--- src/rtl/tmds_soft_serializer.sv ---
// Fabric-only TMDS serializer on the bit-rate clock: one word per channel per SLOTS cycles,
// shifted out 1 or 2 bits per clock, with an aligned clock-lane pattern and idle-token underflow fill.
module tmds_soft_serializer #(
   parameter int                CHANNELS     = 3,
   parameter int                WORD_W       = 10,
   parameter int                BITS_PER_CLK = 1,
   parameter bit                LSB_FIRST    = 1'b1,
   parameter logic [WORD_W-1:0] IDLE_WORD    = 10'b1101010100,
   parameter int                CNT_W        = 16
) (
   input  logic                             tmds_clk_i,
   input  logic                             rst_i,
   input  logic [CHANNELS*WORD_W-1:0]       data_i,
   input  logic                             valid_i,
   output logic                             ready_o,
   output logic [CHANNELS*BITS_PER_CLK-1:0] serial_o,
   output logic [BITS_PER_CLK-1:0]          clk_pattern_o,
   output logic                             word_strobe_o,
   output logic                             underflow_o,
   output logic [CNT_W-1:0]                 underflow_cnt_o,
   input  logic                             clear_cnt_i
);

   localparam int                SLOTS    = WORD_W / BITS_PER_CLK;
   localparam int                PH_W     = (SLOTS > 1) ? $clog2(SLOTS) : 1;
   localparam logic [PH_W-1:0]   LAST_PH  = PH_W'(SLOTS - 1);
   localparam logic [WORD_W-1:0] CLK_WORD = {{(WORD_W/2){1'b1}}, {(WORD_W/2){1'b0}}};

   logic [PH_W-1:0]            phase_q, phase_d;
   logic                       ready_q, ready_d;
   logic [CHANNELS*WORD_W-1:0] sr_q, sr_d;
   logic [WORD_W-1:0]          clk_sr_q, clk_sr_d;
   logic                       strobe_q, strobe_d;
   logic                       uflow_q, uflow_d;
   logic [CNT_W-1:0]           cnt_q, cnt_d;
   logic                       load_s;

   function automatic logic [WORD_W-1:0] shift_word(input logic [WORD_W-1:0] w);
      if (LSB_FIRST) begin
         return w >> BITS_PER_CLK;
      end else begin
         return w << BITS_PER_CLK;
      end
   endfunction

   // Earliest bit of the current slot always lands on index 0 of the output slice.
   function automatic logic [BITS_PER_CLK-1:0] slot_bits(input logic [WORD_W-1:0] w);
      logic [BITS_PER_CLK-1:0] b;
      for (int j = 0; j < BITS_PER_CLK; j++) begin
         if (LSB_FIRST) begin
            b[j] = w[j];
         end else begin
            b[j] = w[WORD_W-1-j];
         end
      end
      return b;
   endfunction

   // Next-state: phase counter, word load or shift, strobes and saturating underflow counter.
   always_comb begin
      load_s   = (phase_q == LAST_PH);
      phase_d  = phase_q;
      sr_d     = sr_q;
      clk_sr_d = clk_sr_q;
      cnt_d    = cnt_q;

      if (load_s) begin
         phase_d  = '0;
         clk_sr_d = CLK_WORD;
      end else begin
         phase_d  = phase_q + PH_W'(1);
         clk_sr_d = shift_word(clk_sr_q);
      end

      for (int c = 0; c < CHANNELS; c++) begin
         if (!load_s) begin
            sr_d[c*WORD_W +: WORD_W] = shift_word(sr_q[c*WORD_W +: WORD_W]);
         end else if (valid_i) begin
            sr_d[c*WORD_W +: WORD_W] = data_i[c*WORD_W +: WORD_W];
         end else begin
            sr_d[c*WORD_W +: WORD_W] = IDLE_WORD;
         end
      end

      ready_d  = (phase_d == LAST_PH);
      strobe_d = load_s;
      uflow_d  = load_s & ~valid_i;

      if (clear_cnt_i) begin
         cnt_d = '0;
      end else if (uflow_d && (cnt_q != {CNT_W{1'b1}})) begin
         cnt_d = cnt_q + CNT_W'(1);
      end else begin
         cnt_d = cnt_q;
      end
   end

   // State registers; phase resets to the last slot so the first edge after reset is a load edge.
   always_ff @(posedge tmds_clk_i or posedge rst_i) begin
      if (rst_i) begin
         phase_q  <= LAST_PH;
         ready_q  <= 1'b1;
         sr_q     <= '0;
         clk_sr_q <= '0;
         strobe_q <= 1'b0;
         uflow_q  <= 1'b0;
         cnt_q    <= '0;
      end else begin
         phase_q  <= phase_d;
         ready_q  <= ready_d;
         sr_q     <= sr_d;
         clk_sr_q <= clk_sr_d;
         strobe_q <= strobe_d;
         uflow_q  <= uflow_d;
         cnt_q    <= cnt_d;
      end
   end

   for (genvar c = 0; c < CHANNELS; c++) begin : g_ch
      assign serial_o[c*BITS_PER_CLK +: BITS_PER_CLK] = slot_bits(sr_q[c*WORD_W +: WORD_W]);
   end

   assign clk_pattern_o   = slot_bits(clk_sr_q);
   assign ready_o         = ready_q;
   assign word_strobe_o   = strobe_q;
   assign underflow_o     = uflow_q;
   assign underflow_cnt_o = cnt_q;

endmodule

--- config.mk ---
export PLATFORM = sky130hd
export DESIGN_NAME = tmds_soft_serializer
export DESIGN_NICKNAME = d
export VERILOG_FILES = /design/src/rtl/tmds_soft_serializer.sv
export SDC_FILE = /design/constraint.sdc
export NUM_CORES = 1
export LEC_CHECK = 0
export BUFFER_PORTS_ARGS = -buffer_cell sky130_fd_sc_hd__buf_2
export CORE_ASPECT_RATIO = 1.25
export CORE_UTILIZATION = 60
export CTS_BUF_LIST = sky130_fd_sc_hd__clkbuf_2
export DETAILED_ROUTE_END_ITERATION = 8
export PLACE_DENSITY = 0.87
export SLEW_MARGIN = 20
export SYNTH_ARGS = -nofsm -noshare
export SYNTH_HDL_FRONTEND = slang
export SYNTH_SLANG_ARGS = --single-unit
--- constraint.sdc ---
create_clock -name tmds_clk_i -period 2.8 [get_ports tmds_clk_i]
set_input_delay 0.56 -clock tmds_clk_i [delete_from_list [all_inputs] [get_ports tmds_clk_i]]
set_output_delay 0.56 -clock tmds_clk_i [all_outputs]
set_load 0.005 [all_outputs]
Yosys cells after proc, flatten, opt, wreduce, memory -nomap -nowiden. Cells that the tools add are included.

Output and inout bits: 23. Word-level logic and storage cells: 26. Input port bits: 34. Register bits: 63.

Equal/unequal tests: 3. Reduce and logical (&&, ||, !) cells: 2. $add $sub $neg: 2. Mux-type cells: 10. Bitwise logic cells: 2.

Operators with widths (count): 10-bit 2-to-1 mux (7); 16-bit 2-to-1 mux (2); 16-bit by 1-bit adder with 16-bit output (second input constant) (1); 16-bit inequality test (second input constant) (1); 4-bit equality test (second input constant) (2); 4-bit by 1-bit adder with 4-bit output (second input constant) (1); 4-bit 2-to-1 mux (1); 2-bit nonzero test (1); 1-bit bitwise AND (1); 1-bit logical AND (1); 1-bit NOT (1).

Longest topological paths before layout. Gate-level depths: netlist of run 1.

Depth in word-level cells: 5. Depth in mapped cells: 6. Gate-level depth less buffers: 5.

Least setup slack after synthesis of run 1. No wires, ideal clock.

Path kind: input to register. Start: in valid_i. End: reg cnt_q[4] (netlist: underflow_cnt_o[4]). Setup slack: 896 ps. Required time: 2675 ps. Stages on the path: 5. Buffers on the path: 2. Data arrival time: 1780 ps. Setup time: 125 ps. Path through: buf_2 or3_1 buf_2 a211oi_1 mux2_2.

Cells in the longest elaborated chain, start to end: 4.

Ends and longest elaborated chain: start: declaration (RTL line 14) `input logic valid_i,`; 1-bit NOT (RTL line 87) `uflow_d = load_s & ~valid_i;`; 1-bit bitwise AND (RTL line 87); 1-bit logical AND (RTL line 91) `end else if (uflow_d && (cnt_q != {CNT_W{1'b1}})) begin`; 2-bit nonzero test (no line); end signal: assignment (RTL line 115) `cnt_q <= cnt_d;`; end: declaration (RTL line 35) `logic [CNT_W-1:0] cnt_q, cnt_d;`.

Every way passes these cells. A chain may end at the register's enable or synchronous reset.

Worst setup path after layout of run 1.
Start: reg phase_q[0]. End: reg cnt_q[4] (netlist: underflow_cnt_o[4]).

Cells in the longest elaborated chain, start to end: 4.

Ends and longest elaborated chain: start: declaration (RTL line 29) `logic [PH_W-1:0] phase_q, phase_d;`; start signal: assignment (RTL line 109) `phase_q <= phase_d;`; 4-bit equality test (RTL line 61) `load_s = (phase_q == LAST_PH);`; 1-bit bitwise AND (RTL line 87); 1-bit logical AND (RTL line 91); 2-bit nonzero test (no line).

Every way passes these cells.

==> results of run 1 <==
==> Yosys cell counts (all sizes together) <==
library cell and number:
nand2 60, dfrtp 59, nand3 19, o21ai 15, nor2 11, a21oi 9
buf 9, clkbuf 9, nand2b 8, inv 7, mux2 7, and2 6
nor2b 6, or4 6, nand4 4, nor3 4, o31ai 4, dfstp 3
nor4 3, o21a 3, a211oi 2, and4 2, mux2i 2, a21boi 1
a22o 1, a31oi 1, and4b 1, clkinv 1, ha 1, nand4bb 1
o41ai 1, or3 1, xnor2 1
==> flip-flops by register name (all words and copies together) (netlist names) <==
| register | cells |
|---|---|
| underflow_o | 1 |
| phase_q | 4 |
| sr_q | 30 |
| ready_o | 1 |
| underflow_cnt_o | 16 |
| clk_sr_q | 10 |
==> kinds of logic after synthesis <==
kind of cell	synth area share
xor gates and xnor gates	0.00330
and+or+nand+nor	0.244
AOI/OAI and AO/OA	0.0825
adders and majority gates	0.00471
muxes	0.0372
buffers and inverters	0.0429
DFF	0.586
==> cell type report <==
type                       count  area, sq um  share of cell area
inverter                       8         30.0             0.00982
sequential                    62         1560               0.509
clock buffer                  11         55.1              0.0180
multi-input combinational    180          986               0.323
tap                           56         70.1              0.0229
timing repair buffer          60          310               0.102
clock inverter                 5         50.0              0.0164
==> power groups by stage <==
stage / Sequential (mW) / Combinational [mW] / Clock, mW
after floorplan: 0.918 / 0.0486 / 0
after global placement: 0.918 / 0.0800 / 0
after detailed placement: 0.918 / 0.0822 / 0
after CTS: 0.901 / 0.0822 / 0.526
after global routing: 0.902 / 0.0945 / 0.554
final: 0.901 / 0.0801 / 0.512
==> how the worst max path moves through the flow <==
stage | start | endpoint | slack (ns) | cells after the start
detailed placement | valid_i | underflow_cnt_o[13] | 0.68 | 5
CTS | phase_q[0] | underflow_cnt_o[4] | 0.79 | 4
finish | phase_q[0] | underflow_cnt_o[4] | 0.79 | 4
floorplan | rst_i | clk_sr_q[0] | 0.70 | 1
global placement | valid_i | underflow_cnt_o[13] | 0.72 | 5
global route | phase_q[3] | underflow_cnt_o[4] | 0.63 | 4
==> placed cells by master, fill, tap and decap left out, drive strengths merged, types with 8 or more instances in the layout <==
master  instances
a21oi           9
buf            60
clkbuf         11
dfrtp          59
nand2          60
nand2b          8
nand3          19
nor2           11
o21ai          15
==> worst max-delay path, delay by kind of cell (launching register included) <==
family	cells	cell delay [ns]
muxes	1	0.36
AOI/OAI and AO/OA	1	0.28
and+or+nand+nor	2	0.67
DFF	1	0.61
==> routing by layer <==
metal | vias to the layer above | part of all wire | global-route usage
met4 | 0 | 0.020 | 0.144
met5 | - | 0 | 0
met1 | 989 | 0.42 | 0.315
met2 | 68 | 0.51 | 0.410
li1 | 1009 | - | -
met3 | 9 | 0.049 | 0.0662
==> impl_metrics.tcl, run 1 <==
set metrics [dict create \
    worstSetupStartpointType "flip-flop" \
    cap_viol_max_count 0 \
    ios 57 \
    place_hpwl_mm 3.34 \
    die_h_um 76.4 \
    grt.total_usage 0.260 \
    hold_buffers 0 \
    ys_ff_latch 62 \
    cpPeakStageDelay_ns 0.61 \
    gp_congestion 0.820 \
    synth_area_sq_um 2660 \
    stdcell_area_sq_um 3060 \
    nFillCells 349 \
    pwr-share-clk 0.343 \
    worst_r2r_endpoint "underflow_cnt_o[4]" \
    start_util 0.638 \
    p_per_area_nw_per_um2 488 \
    final_nets 356 \
    power_frac_seq 0.604 \
    drt-pass1-iter-count 4 \
    leakage_nw 1.58 \
    drv_slew 0 \
    drt_iter0_markers 178 \
    rsz0062_at_grt "no" \
    grt_pass1_vias 2153 \
    dieArea_sq_um 4700 \
    grt_pass1_wl_mm 8.96 \
    ctsResizeCount 0 \
    post-cts-setup-buffers 0 \
    port_buffers 56 \
    combinationalPowerShare 0.054 \
    cts_root_buf "clkbuf_2" \
    clk_pin_slew_ns 0.17 \
    viasPerCell 5.43 \
    diodes 0 \
    hold_slack_ns 0.255 \
    numCtsBuffers 9 \
    synth_seq_area_share 0.586 \
    wl_per_cell_um 13.1 \
    ctsHtreeMaxLevel 3 \
    yosys.cell_types.count 36 \
    drc 0 \
    cp-end-kind "flip-flop" \
    tightestPinTransition_ns 0.758 \
    synth_top_area_frac 0.556 \
    finClkSkew_ns 0.0212 \
    dp.cells 366 \
    finalCritPeriodShare 0.716 \
    rows 26 \
    setup_tns_ns 0 \
    syn2layout_area_growth_pct 15.1 \
    cp.arrival_ns 2.38 \
    cp.required_ns 3.17 \
    post-route-util 0.734 \
    cts_tree "yes" \
    place_area_sq_um 2950 \
    internal_power_mw 1.14 \
    wl_mm 5.00 \
    total_power_mw 1.49 \
    period_minus_slack_ns 2.01 \
    crit_chain "nand4bb_1 > or3_1 > a211oi_1 > mux2_2" \
    vias 2075 \
    slowest_stage "dfstp_2" \
    syn-num-nets 303 \
    maxSlewHeadroom 0.494 \
    layout-drive-gt1-share 0.264 \
    hold_path.class "in2async" \
    setup_violations 0 \
    timing.final.ws_setup_ns 0.794 \
    crit_type "reg2reg" \
    fp.dieW_um 61.5 \
    yosys.area.top_type "dfrtp_1" \
    worstSkewPairLatency_ns 0.48 \
    ant_nets 0 \
    dp_worst_setup_slack_ns 0.681 \
    fmax_mhz 499 \
    netSwitchingPower_uw 353 \
    synth_cells 268 \
    grt_max_degree 63 \
    overflow 0 \
    r2r_cells 4 \
    clockBufferDepth 2 \
    critPathMaxFanout 10 \
    vdd_drop_max_mv 0.315 \
    r2r_start "phase_q[0]" \
    antenna_found_initial 0 \
    p_sw_frac 0.236 \
    coreArea_sq_um 4160 \
    hold_violations 0 \
    reg2reg_slack_ns 0.79 \
    finalNonFillerCells 382 \
    syn_area_per_cell_sq_um 9.91 \
    synthTopCellsByArea "dfrtp_1 56%, nand2_1 8.5%, nand3_1 3.6%" \
    ys_warn_count 0 \
    cts.sinks 62 \
    status "completed" \
]
No activity file was read; power rests on OpenSTA's default activity.
==> run 2, diff against run 1 <==
ABC_AREA = 1   (was default)
CORE_UTILIZATION = 51   (was 60)
PLACE_DENSITY = 0.78   (was 0.87)
clock period = 1.7 ns   (was 2.8 ns; I/O delays follow)
==> run 2 against run 1 <==
  * Hold slack worse by 0.20 ns
  * Core utilization is 9.2 points lower
  * Maximum frequency is 22% higher
  * Power is 58% higher
  * Count of clock-buffer cells in the layout stayed put
  * Wire length is 23% higher
  * Via count is 17% higher
  * Critical path depth is 5 higher
  * Design area is 8.3% higher
  * Critical path type unchanged
==> impl_metrics.tcl, run 2 <==
set metrics [dict create \
    status "completed" \
    grt_pass1_vias 2165 \
    setup_violations 0 \
    syn-num-nets 356 \
    top_register "sr_q" \
    grt_pass1_wl_mm 9.20 \
    clk_pin_slew_ns 0.19 \
    cts_root_buf "clkbuf_2" \
    ios 57 \
    finalCritPeriodShare 0.970 \
    pwr-share-clk 0.302 \
    grt.total_usage 0.217 \
    reg2reg_slack_ns 0.05 \
    layout-drive-gt1-share 0.277 \
    syn_area_per_cell_sq_um 8.66 \
    synth_seq_area_share 0.560 \
    timing.final.ws_setup_ns 0.0509 \
    yosys.cell_types.count 25 \
    cp.required_ns 2.14 \
    ant_nets 0 \
    fmax_mhz 606 \
    rsz0062_at_grt "yes" \
    r2r_start "underflow_cnt_o[1]" \
    layout_common_cells "111 x nand2_1, 58 x dfrtp_1, 56 x buf_2, 32 x nand3_1, 24 x nor2_1" \
    p_sw_frac 0.264 \
    place_hpwl_mm 3.79 \
    hold_violations 0 \
    synth_top_area_frac 0.531 \
    grt_max_degree 63 \
    drt-pass1-iter-count 6 \
    cp-end-kind "flip-flop" \
    finClkSkew_ns 0.0299 \
    synth-edff-count 0 \
    cap_viol_max_count 0 \
    port_buffers 56 \
    whs_endpoint "sr_q[14]" \
    ys_ff_latch 62 \
    crit_type "reg2reg" \
    layout_commonest_cell "nand2_1" \
    coreArea_sq_um 5150 \
    gp_congestion 0.865 \
    p_per_area_nw_per_um2 715 \
    drc 0 \
    vdd_drop_max_mv 0.531 \
    cp.arrival_ns 2.09 \
    ys_warn_count 0 \
    final_nets 424 \
    syn2layout_area_growth_pct 19.1 \
    yosys-top-cells-count "112 x nand2_1, 59 x dfrtp_1, 32 x nand3_1" \
    fp.dieW_um 68.0 \
    wl_per_cell_um 13.5 \
    start_util 0.539 \
    numCtsBuffers 9 \
    hold_path.class "in2reg" \
    diodes 0 \
    hold_depth 3 \
    dp_worst_setup_slack_ns 0.0597 \
    dp.cells 433 \
    synth_area_sq_um 2780 \
    drt_iter0_markers 239 \
    internal_power_mw 1.74 \
    ys_async_sr_fraction 1.00 \
    overflow 0 \
    cts_tree "yes" \
    worstSkewPairLatency_ns 0.50 \
    drv_slew 0 \
    yosys.area.top_type "dfrtp_1" \
    synth_cells 321 \
    hp-start "data_i[14]" \
    clockBufferDepth 2 \
    dieArea_sq_um 5750 \
    rows 29 \
    leakage_nw 1.76 \
    antenna_found_initial 0 \
    period_minus_slack_ns 1.65 \
    synth_flop_cell "dfrtp_1" \
    r2r_cells 9 \
    wl_mm 6.15 \
    tightestPinTransition_ns 0.432 \
    ctsHtreeMaxLevel 3 \
    yosys.cell_count.top_type "nand2_1" \
    setup_tns_ns 0 \
    die_h_um 84.5 \
    largest_reg_flops 30 \
    netSwitchingPower_uw 625 \
    vias 2421 \
    synthTopCellsByArea "dfrtp_1 53%, nand2_1 15%, nand3_1 5.8%" \
    combinationalPowerShare 0.070 \
    critPathMaxFanout 8 \
    viasPerCell 5.31 \
    maxSlewHeadroom 0.712 \
    power_frac_seq 0.628 \
    cts.sinks 62 \
    finalNonFillerCells 456 \
    worst_r2r_endpoint "underflow_cnt_o[8]" \
    worstSetupStartpointType "flip-flop" \
    hold_slack_ns 0.0535 \
]
[run 2: cell count changes after synthesis, sizes merged, moves of 6 or more]
cell    before  now
a21oi        9    3
and2         6    0
inv          7   23
mux2         7    0
nand2       60  114
nand2b       8    0
nand3       19   32
nand4        4   10
nor2        11   29
nor2b        6    0
or2          0    6
or4          6    0
[run 2: per-stage QoR]
stage	util	area, sq um	power [mW]
after floorplan	-	2780	1.61
after CTS	0.629	3240	2.37
final	0.642	3310	2.36
after detailed placement	0.611	3150	1.67
after global routing	0.642	3310	2.47
after global placement	0.611	3150	1.66
[run 2: worst max path at each step]
stage	start	cells past startpoint	slack, ns	to
after global placement	underflow_cnt_o[0]	9	0.12	underflow_cnt_o[11]
final	underflow_cnt_o[1]	9	0.05	underflow_cnt_o[8]
after global routing	underflow_cnt_o[1]	9	-0.03	underflow_cnt_o[10]
after detailed placement	phase_q[3]	7	0.06	underflow_cnt_o[8]
after floorplan	underflow_cnt_o[0]	10	0.18	underflow_cnt_o[2]
after CTS	phase_q[3]	7	0.03	underflow_cnt_o[15]
[run 2: final cells by class]
| cell class | instances | area (sq um) |
|---|---|---|
| inverters | 23 | 90.1 |
| flip-flops and latches | 62 | 1560 |
| fillers | 450 | 1840 |
| repair buffers | 70 | 413 |
| well taps | 62 | 77.6 |
| clock buffers | 11 | 55.1 |
| clock inverters | 5 | 26.3 |
| multi-input cells | 223 | 1090 |
[run 2: cell families (layout without fill, tap and decap cells)]
group	after synthesis	after routing	synth area share
AO/OA/AOI/OAI	21	21	0.0405
AND/OR/NAND/NOR	193	196	0.316
XOR/XNOR	5	5	0.0158
adder cells (fa/ha/maj)	1	1	0.00450
flip-flops	62	62	0.560
buffers and inverters	39	109	0.0635
[run 2: timing repair]
item / CTS / global route
buffers inserted: 0 / 3
gates resized for setup: 0 / 5
endpoints found under the hold margin: 59 / 0
hold buffers: 1 / 0
endpoints found under the setup margin: 0 / 16
[run 2: metal layers]
| layer | up-vias | GRT usage | wire [um] |
|---|---|---|---|
| met4 | 0 | 0.0852 | 121 |
| met3 | 16 | 0.0761 | 446 |
| met1 | 1147 | 0.264 | 2520 |
| li1 | 1156 | - | - |
| met2 | 102 | 0.347 | 3060 |
| met5 | - | 0 | 0 |
[run 2: power groups by stage]
stage | Combinational [mW] | Clock [mW] | Sequential, mW
6_report | 0.165 | 0.715 | 1.48
3_5_place_dp | 0.155 | 0 | 1.51
2_1_floorplan | 0.0938 | 0 | 1.51
5_1_grt | 0.186 | 0.800 | 1.49
4_1_cts | 0.158 | 0.728 | 1.48
3_3_place_gp | 0.152 | 0 | 1.51
[run 2: worst max-delay path: stages (launching register included)]
cell	delay, ns
dfrtp_1	0.43
ha_2	0.21
nand2_2	0.08
nor2_4	0.11
nand2_2	0.09
nor2_4	0.21
nor2_8	0.10
nor2_4	0.21
nand2_1	0.08
nand2_1	0.07
==> run 3, diff against run 2 <==
CORE_UTILIZATION = 61   (was 51)
PLACE_DENSITY = 0.87   (was 0.78)
clock period = 1.9 ns   (was 1.7 ns; I/O delays follow)
==> run 3 against run 2 <==
  * First-iteration DRC count down 23%
  * Count of clock-buffer cells in the layout fell by 1
  * Largest power group unchanged
  * Sequential power fell by 10%
  * Critical path depth unchanged
  * Non-clock buffer count down 7
  * Setup slack improved by 0.12 ns
  * Register-to-register slack gained 0.12 ns
  * Final cell count shrank 3.1%
  * Design area is 2.1% lower
  * Highest routed layer unchanged
  * Via count fell by 4.3%
==> impl_metrics.tcl, run 3 (synthesis gave the netlist of run 2 again) <==
set metrics [dict create \
    p_per_area_nw_per_um2 728 \
    r2r_start "underflow_cnt_o[1]" \
    rows 27 \
    critPathMaxFanout 17 \
    period_minus_slack_ns 1.73 \
    layout_common_cells "112 x nand2_1, 59 x dfrtp_1, 56 x buf_2, 32 x nand3_1, 24 x nor2_1" \
    fmax_mhz 578 \
    combinationalPowerShare 0.059 \
    diodes 0 \
    wl_mm 5.69 \
    wl_per_cell_um 12.9 \
    finalCritPeriodShare 0.911 \
    drt_iter0_markers 184 \
    layout-drive-gt1-share 0.245 \
    coreArea_sq_um 4390 \
    clockBufferDepth 2 \
    crit_type "reg2reg" \
    crit_chain "ha_1 > nand2_1 > nor2_4 > nand2_2 > nor2_4 > nor2_8 > nor2_8 > nand2_1 > nand2_1" \
    vdd_drop_max_mv 0.511 \
    drt-pass1-iter-count 5 \
    cpMostUsedCell "nand2_1" \
    hold_violations 0 \
    gp_congestion 0.862 \
    crit_start "underflow_cnt_o[1]" \
    antenna_found_initial 0 \
    viasPerCell 5.24 \
    slowest_stage "dfrtp_1" \
    setup_tns_ns 0 \
    status "completed" \
    maxSlewHeadroom 0.715 \
    layout_commonest_cell "nand2_1" \
    overflow 0 \
    netSwitchingPower_uw 547 \
    ctsResizeCount 0 \
    port_buffers 56 \
    grt_pass1_wl_mm 9.62 \
    finClkSkew_ns 0.0186 \
    dieArea_sq_um 4830 \
    cts_tree "yes" \
    ctsHtreeMaxLevel 3 \
    ant_nets 0 \
    cpPeakStageDelay_ns 0.45 \
    leakage_nw 1.73 \
    post-cts-setup-buffers 0 \
    power_frac_seq 0.564 \
    setup_violations 0 \
    syn2layout_area_growth_pct 16.6 \
    clk_pin_slew_ns 0.16 \
    place_hpwl_mm 3.87 \
    largest_reg_flops 30 \
    fp.dieW_um 62.4 \
    drc 0 \
    p_sw_frac 0.232 \
    hp-start "data_i[2]" \
    drv_slew 0 \
    cap_viol_max_count 0 \
    grt_pass1_vias 2246 \
    hold_slack_ns 0.0915 \
    grt.total_usage 0.263 \
    start_util 0.633 \
    cp-end-kind "flip-flop" \
    ios 57 \
    vias 2316 \
    cts_root_buf "clkbuf_2" \
    worstSkewPairLatency_ns 0.50 \
    cp.required_ns 2.34 \
    internal_power_mw 1.81 \
    grt_max_degree 36 \
    die_h_um 77.5 \
    top_register "sr_q" \
    rsz0062_at_grt "no" \
    final_nets 414 \
    numCtsBuffers 9 \
    cp.arrival_ns 2.17 \
    tightestPinTransition_ns 0.427 \
    hold_buffers 1 \
    cts.sinks 62 \
    pwr-share-clk 0.377 \
    worstSetupStartpointType "flip-flop" \
    hold_path.class "in2reg" \
]
==> run 3: cell count changes in the layout (fill, tap and decap cells not counted), sizes merged <==
cell,previous run,this run
bufinv,0,2
nor2,32,29
clkinv,5,4
clkbuf,11,10
buf,69,62
==> run 3: final timing paths <==
path | to | slack, ns | cells past startpoint
setup / recovery | underflow_cnt_o[4] | 0.17 | 9
hold / removal | sr_q[2] | 0.09 | 3
setup reg to reg | underflow_cnt_o[4] | 0.17 | 9
hold reg to reg | clk_sr_q[7] | 0.46 | 1
max in group asynchronous | ready_o | 1.03 | 4
min in group asynchronous | phase_q[1] | 0.34 | 3
==> run 3: area by class of cell <==
cell class | count | area, sq um
Clock buffer | 10 | 50.0
Fill cell | 321 | 1150
Timing Repair Buffer | 63 | 348
Tap cell | 58 | 72.6
Inverter | 23 | 90.1
Sequential cell | 62 | 1560
Multi-Input combinational cell | 220 | 1050
Clock inverter | 6 | 76.3
==> run 3: metrics by stage <==
step | worst slack (ns) | cells | util | power (mW) | instance area [sq um]
after floorplan | 0.379 | 321 | - | 1.44 | 2780
after global placement | 0.295 | 425 | 0.707 | 1.49 | 3100
after detailed placement | 0.214 | 425 | 0.707 | 1.49 | 3100
after CTS | 0.170 | 442 | 0.738 | 2.38 | 3240
after global routing | 0.0239 | 442 | 0.738 | 2.45 | 3240
final | 0.169 | 442 | 0.738 | 2.36 | 3240
==> run 3: critical path, delay by kind of cell (launching register included) <==
family        cells  cell delay (ns)
simple gates      8             1.03
fa+ha+maj         1             0.21
flops             1             0.45
==> run 3: power by group through the flow <==
stage	combinational, mW	clock [mW]	sequential, mW
floorplan	0.0839	0	1.35
global placement	0.136	0	1.35
detailed placement	0.141	0	1.35
CTS	0.143	0.910	1.33
global route	0.158	0.958	1.33
finish	0.140	0.888	1.33
==> run 3: routing by layer <==
layer / up-vias / global-route usage / share of wire / wire, um
met1: 1103 / 0.291 / 0.41 / 2340
met5: - / 0 / 0 / 0
li1: 1132 / - / - / -
met2: 73 / 0.466 / 0.52 / 2960
met4: 0 / 0.116 / 0.017 / 98
met3: 8 / 0.0779 / 0.052 / 296
